## config.mk

```make
export PLATFORM = sky130hd
export DESIGN_NAME = mlp_feature_loader
export DESIGN_NICKNAME = d
export VERILOG_FILES = /design/src/rtl/mlp_io_pkg.sv /design/src/rtl/mlp_settle_timer.sv /design/src/rtl/mlp_feature_loader.sv
export SDC_FILE = /design/constraint.sdc
export NUM_CORES = 1
export LEC_CHECK = 0
export ABC_AREA = 1
export BUFFER_PORTS_ARGS = -buffer_cell sky130_fd_sc_hd__buf_4
export CAP_MARGIN = 20
export CORE_MARGIN = 5
export CORE_UTILIZATION = 45
export CTS_CLUSTER_DIAMETER = 40
export DETAILED_ROUTE_END_ITERATION = 16
export GPL_TIMING_DRIVEN = 1
export PLACE_DENSITY = 0.67
export SYNTH_ARGS = -nofsm -noshare
export SYNTH_HDL_FRONTEND = slang
export SYNTH_SLANG_ARGS = --single-unit
```

## constraint.sdc

```tcl
create_clock -name clk -period 1.62 [get_ports clk]
set_input_delay 0.162 -clock clk [delete_from_list [all_inputs] [get_ports clk]]
set_output_delay 0.162 -clock clk [all_outputs]
set_load 0.05 [all_outputs]
```

## src/rtl/mlp_io_pkg.sv

```systemverilog
// Shared types and default sizes for the printed-MLP feature loader.
// Defaults match the Pendigits network: 16 features x 4 bit, 4-bit class.
package mlp_io_pkg;

    typedef enum logic [1:0] {
        LOAD,
        SETTLE,
        HOLD
    } loader_state_t;

    localparam int DEF_NUM_A    = 16;
    localparam int DEF_WIDTH_A  = 4;
    localparam int DEF_OUTWIDTH = 4;

endpackage

```

## src/rtl/mlp_settle_timer.sv

```systemverilog
// Down-counter timing the propagation window of the combinational MLP.
// Load presets SETTLE_CYC-1; zero flags the final settle cycle.
module mlp_settle_timer #(
    parameter int SETTLE_CYC = 4
) (
    input  logic clk,
    input  logic rst,
    input  logic load,
    input  logic dec,
    output logic zero
);

    localparam int CW = $clog2(SETTLE_CYC + 1);
    localparam logic [CW-1:0] INIT = CW'(SETTLE_CYC - 1);

    logic [CW-1:0] count;

    always_ff @(posedge clk) begin
        if (rst) begin
            count <= '0;
        end else if (load) begin
            count <= INIT;
        end else if (dec && (count != '0)) begin
            count <= count - 1'b1;
        end
    end

    assign zero = (count == '0);

endmodule

```

## src/rtl/mlp_feature_loader.sv

```systemverilog
// Serial-to-parallel front-end for the combinational printed MLP:
// gathers features, holds them while the net settles, returns the class.
module mlp_feature_loader
    import mlp_io_pkg::*;
#(
    parameter int NUM_A      = DEF_NUM_A,
    parameter int WIDTH_A    = DEF_WIDTH_A,
    parameter int OUTWIDTH   = DEF_OUTWIDTH,
    parameter int SETTLE_CYC = 4
) (
    input  logic                       clk,
    input  logic                       rst,
    input  logic                       s_valid,
    output logic                       s_ready,
    input  logic [WIDTH_A-1:0]         s_data,
    input  logic                       s_last,
    output logic [NUM_A*WIDTH_A-1:0]   mlp_inp,
    input  logic [OUTWIDTH-1:0]        mlp_out,
    output logic                       m_valid,
    input  logic                       m_ready,
    output logic [OUTWIDTH-1:0]        m_class,
    output logic                       frame_err
);

    localparam int IW = $clog2(NUM_A);
    localparam logic [IW-1:0] LAST_IDX = IW'(NUM_A - 1);

    loader_state_t state;
    logic [IW-1:0] idx;
    logic          accept;
    logic          is_end;
    logic          good_end;
    logic          settle_zero;

    // Ready is a pure state decode; m_ready never reaches it.
    assign s_ready  = (state == LOAD) && !rst;
    assign accept   = s_valid && s_ready;
    assign is_end   = (idx == LAST_IDX);
    assign good_end = accept && is_end && s_last;

    mlp_settle_timer #(
        .SETTLE_CYC(SETTLE_CYC)
    ) u_timer (
        .clk (clk),
        .rst (rst),
        .load(good_end),
        .dec (state == SETTLE),
        .zero(settle_zero)
    );

    always_ff @(posedge clk) begin
        if (rst) begin
            state     <= LOAD;
            idx       <= '0;
            mlp_inp   <= '0;
            m_class   <= '0;
            m_valid   <= 1'b0;
            frame_err <= 1'b0;
        end else begin
            // Misplaced or missing s_last: drop the sample, restart at slot 0.
            frame_err <= accept && (s_last != is_end);
            unique case (state)
                LOAD: begin
                    if (accept) begin
                        for (int k = 0; k < NUM_A; k++) begin
                            if (idx == IW'(k)) begin
                                mlp_inp[k*WIDTH_A +: WIDTH_A] <= s_data;
                            end
                        end
                        if (s_last || is_end) begin
                            idx <= '0;
                        end else begin
                            idx <= idx + 1'b1;
                        end
                        if (good_end) begin
                            state <= SETTLE;
                        end
                    end
                end
                SETTLE: begin
                    if (settle_zero) begin
                        m_class <= mlp_out;
                        m_valid <= 1'b1;
                        state   <= HOLD;
                    end
                end
                HOLD: begin
                    if (m_ready) begin
                        m_valid <= 1'b0;
                        state   <= LOAD;
                    end
                end
                default: begin
                    state <= LOAD;
                end
            endcase
        end
    end

endmodule

```

# After elaboration in Yosys (flattened, before gate mapping)
# Index checks and enable logic that the tools add are counted.
[op_classes]
n_reduce_logical = 35
addsub = 2
muxes = 11
n_eq_ne = 22
[op_table]
columns = ["operator", "count"]
rows = [
  ["AND reduction 3 bit", 17],
  ["== test 4 bit (second input constant)", 8],
  ["== test 4 x 3 -> 1 bit (second input constant)", 4],
  ["two-way mux 2 bit", 6],
  ["== test 4 x 2 -> 1 bit (second input constant)", 2],
  ["inequality test 2 bit (second input constant)", 4],
  ["logical AND 1 bit", 6],
  ["case mux 2 bit (3 select lines)", 1],
  ["adder 4 x 1 -> 4 bit (second input constant)", 1],
  ["== test 4 x 1 -> 1 bit (second input constant)", 1],
  ["logical NOT 4 bit", 1],
  ["two-way mux 4 bit", 1],
  ["AND reduction 2 bit", 2],
  ["AND reduction 4 bit", 1],
  ["nonzero test 2 bit", 2],
  ["logical NOT 3 bit", 1],
  ["nonzero test 3 bit", 1],
  ["subtractor 3 x 1 -> 3 bit (second input constant)", 1],
  ["== test 2 x 1 -> 1 bit (second input constant)", 1],
  ["== test 2 bit (second input constant)", 1],
  ["logical NOT 2 bit", 1],
  ["two-way mux 1 bit", 2],
  ["case mux 1 bit (2 select lines)", 1],
  ["OR reduction 2 bit", 1],
  ["other kinds (3)", 3],
]
[totals]
word_cells = 93
register_bits = 79

# Depth between registers and ports, before layout
[depth]
depth_word = 8
ltp_mapped = 8
ltp_nobuf = 8

# By module
# Synthesis repeated with hierarchy kept, for this count alone.
[unflattened]
cells_unflattened = 414
hier_area_um2 = 3141.8
[by_module_without_submodules]
columns = ["module", "instances", "seq_area_each_um2", "cells_per_inst", "area_per_inst_um2"]
rows = [
  ["mlp_feature_loader", 1, 1521.5, 390, 2974.1],
  ["mlp_settle_timer", 1, 60.1, 24, 167.7],
]

# Worst setup path after synthesis
# OpenSTA, ideal clock, no wires.
[synth_path]
kind = "register -> register"
startpoint = "reg state[1]"
endpoint = "reg idx[0]"
period_less_slack_ns = 1.858
path_buffers = 0
arrival_time_ns = 1.787
path_slack_ns = -0.238
path_stages_with_launch = 4
path_cell_list = "dfxtp_1 nor3_1 nand3_1 a21oi_1"
[synth_between]
elab_chain_len = 4
[synth_rtl]
columns = ["item", "line_no", "source"]
rows = [
  ["start, declared", "mlp_feature_loader.sv:28", "loader_state_t state;"],
  ["start signal, assigned", "mlp_feature_loader.sv:53", "state <= LOAD;"],
  ["start signal, assigned", "mlp_feature_loader.sv:76", "state <= SETTLE;"],
  ["start signal, assigned", "mlp_feature_loader.sv:84", "state <= HOLD;"],
  ["logical NOT 2 bit", "mlp_feature_loader.sv:36", "assign s_ready = (state == LOAD) && !rst;"],
  ["logical AND 1 bit", "mlp_feature_loader.sv:36", ""],
  ["named net s_ready", "mlp_feature_loader.sv:14", "output logic s_ready,"],
  ["logical AND 1 bit", "mlp_feature_loader.sv:37", "assign accept = s_valid && s_ready;"],
  ["AND reduction 2 bit (no source line)", "n/a", ""],
  ["end signal, assigned", "mlp_feature_loader.sv:73", "idx <= idx + 1'b1;"],
  ["end, declared", "mlp_feature_loader.sv:29", "logic [IW-1:0] idx;"],
]
# The timed path passes the listed nets, and every way through them passes these cells.
# A chain may end at the register's enable or synchronous reset.

# Final worst setup path
[layout_path]
startpoint = "reg idx[0]"
endpoint = "reg mlp_inp[0]"
[layout_between]
elab_chain_len = 2
[layout_rtl]
columns = ["item", "line_no", "source"]
rows = [
  ["logical NOT 4 bit", "mlp_feature_loader.sv:66", "if (idx == IW'(k)) begin"],
  ["AND reduction 3 bit (no source line)", "n/a", ""],
  ["end signal, assigned by index", "mlp_feature_loader.sv:67", "mlp_inp[k*WIDTH_A +: WIDTH_A] <= s_data;"],
  ["end, declared", "mlp_feature_loader.sv:17", "output logic [NUM_A*WIDTH_A-1:0] mlp_inp,"],
]
# No other way between the ends.

==> impl_metrics.csv <==
group,metric,value,unit
hold_path,min-delay-start,"mlp_out[2]",
routing,via_per_inst,5.116,
grt,grt_pass1_vias,2812,
floorplan,fp.dieW,94.65,um
floorplan,die_height,94.65,um
clock_network,h-tree-depth,3,
floorplan,start_util,46.94,%
clock_network,cts_root_buf,"clkbuf_8",
synthesis,ys_ff_latch,79,
sta,hold_viol_final,0,
synthesis,synth_area_leaders,"dfxtp_1, o21ai_0, nor2_1",
floorplan,dieArea,8958,um2
floorplan,core-area,6869,um2
synthesis,syn_inst,412,
pwr,p_switching,0.8917,mW
critical_path,cp-startpoint,"idx[0]$_SDFFE_PP0P_",
routing,initialDrtViolationCount,182,
pwr,peakVddDrop,0.5289,mV
critical_path,worstSetupPathType,"reg2reg",
clock_network,cts_hold_buffers,0,
synthesis,synth_edf_count,0,
pwr,leakage,1.749,nW
clock_network,clock_latency,0.34,ns
critical_path,rr_startpoint,"idx[0]$_SDFFE_PP0P_",
pwr,pwr-share-clk,40.4,%
place,dp_hpwl,5666,um
synthesis,yosysSeqAreaShare,49.05,%
finish,nets,507,
pwr,p_total,3.770,mW
grt,grt_pass1_wl,13820,um
floorplan,rows,30,
clock_network,cts_buffers,9,
sta,finalClockSkew,0.008711,ns
routing,num_vias,2998,
sta,worstMarginPinSlew,0.2682,ns
synthesis,syn_area,3224,um2
hold_path,hold_path.class,"in2reg",
pwr,power_frac_comb,7.4,%
critical_path,critPathMaxFanout,5,
clock_network,max-clock-path-buffers,2,
grt,antenna_found_initial,0,
critical_path,crit_arrival,1.67,ns
sta,timing.final.crit_share,88.81,%
place,place_area,3919,um2
finish,final_area,4120,um2
status,outcome,"finished clean",
synthesis,synthArstFlopShare,0,%
routing,wire_per_inst,14.32,um
finish,n_antenna_cell,0,
sta,setup_viol,0,
clock_network,clock-sinks,79,
sta,relSlewSlack,82.05,%
sta,report.final.slew_viol_count,0,
clock_network,cts_tree,"done",
grt,grt_max_degree,63,
synthesis,yosysUniqueCellTypes,23,
finish,syn_to_final_growth,27.78,%
pwr,power.density,914.9,nW/um2
routing,drc,0,
synthesis,synth_largest_area_cell,"dfxtp_1",
routing,drt_wl_total,8391,um
sta,period_needed,1.439,ns
synthesis,yosysWarnings,0,
job,drv_cap,0,
critical_path,startpoint_type,"register",
critical_path,endpoint_kind,"register",
clock_network,clk_pin_slew,0.08,ns
finish,drive_gt1_share,27.35,%
grt,grt_remaining_overflow,0,
place,place_congestion,0.8344,
synthesis,syn_area_per_cell,7.826,um2
sta,rsz0062_at_grt,"no",
sta,max_freq,695.1,MHz
synthesis,syn_nets,432,
place,io_buffers,83,
pwr,internal-power,2.878,mW
pwr,swShare,23.66,%
routing,dr.pass1.iters,4,
synthesis,synth_top_area_share,49.05,%
critical_path,crit_required,1.86,ns
sta,tns,0,ns
pwr,p_seq_share,52.2,%
critical_path,regToRegSetupSlack,0.18,ns
routing,ant_nets,0,
grt,globalRouteTotalUtil,19.52,%
floorplan,io_pins,84,
synthesis,synth_top_flop_cell,"dfxtp_1",
Yosys cell counts, types with 6 or more instances:
cell type / number
a21oi_1: 15
clkbuf_1: 15
dfxtp_1: 79
ha_1: 7
inv_1: 11
nand2_1: 39
nand3_1: 6
nor2_1: 76
nor2_2: 15
nor3_1: 51
nor3_2: 7
o21ai_0: 71
layout by cell type, fill, tap and decap left out, drive strengths merged:
cell    instances
nor2           93
nand3           7
ha              7
bufinv          2
o21ai          72
nor3           58
xnor2           1
a21oi          15
nand2          40
dfxtp          79
nand3b          1
buf            89
clkinv          3
inv            14
clkbuf          9
state kept, by name, indices dropped and copies added (netlist names):
name / cells
m_valid: 1
mlp_inp: 64
idx: 4
u_timer.count: 3
state: 2
m_class: 4
frame_err: 1
logic make-up after synthesis:
family,synth area share (%)
AOI/OAI and AO/OA,13.50
and+or+nand+nor,28.99
buffers and inverters,5.471
adders and majority gates,2.716
DFF,49.05
xor gates and xnor gates,0.2717
power by group through the flow:
stage,clock [mW],sequential (mW),combinational [mW]
floorplan,0,2.06,0.146
global placement,0,2.01,0.277
detailed placement,0,2.01,0.278
CTS,1.56,1.97,0.279
global route,1.65,1.97,0.299
finish,1.52,1.97,0.279
critical path, cell delays in order, from the launching register on:
cell	delay [ns]
dfxtp_1	0.41
inv_1	0.13
ha_1	0.28
nand2_1	0.21
nor2_2	0.09
o21ai_0	0.17
nor2_1	0.05
stage by stage:
step	worst slack, ns	util, %	cells	hold slack [ns]
finish	0.1813	59.98	586	0.04263
global route	0.01542	59.98	586	0.03177
CTS	0.1485	59.95	586	0.02686
detailed placement	0.1680	57.05	572	0.3907
global placement	0.2230	57.05	572	0.3826
floorplan	0.2354	-	412	0.2969
final cells by class:
type,count,area (um2)
Clock buffer,9,123.9
Clock inverter,5,75.07
Fill cell,666,2749
Inverter,14,52.55
Multi-Input combinational cell,294,1474
Sequential cell,79,1582
Tap cell,96,120.1
Timing Repair Buffer,89,693.2
per-layer routing:
layer / global-route usage (%) / vias up / routed length, um
li1: - / 1517 / -
met1: 25.31 / 1393 / 3842
met2: 31.42 / 77 / 3985
met3: 4.303 / 11 / 447
met4: 7.933 / 0 / 116
met5: 0 / - / 0
path summary, 6_finish.rpt:
kind | endpoint | cells after the start
max | mlp_inp[0]$_SDFFE_PP0P_ | 6
min | m_class[2]$_SDFFE_PP0P_ | 3
max reg2reg | mlp_inp[0]$_SDFFE_PP0P_ | 6
min reg2reg | mlp_inp[24]$_SDFFE_PP0P_ | 2
repair_timing:
| item | in CTS | in global routing |
|---|---|---|
| setup endpoints to repair | 0 | 1 |
| setup buffers | 0 | 0 |
| gates resized for setup | 0 | 1 |
| endpoints found under the hold margin | 0 | 0 |
(Power assumes the default switching activity.)
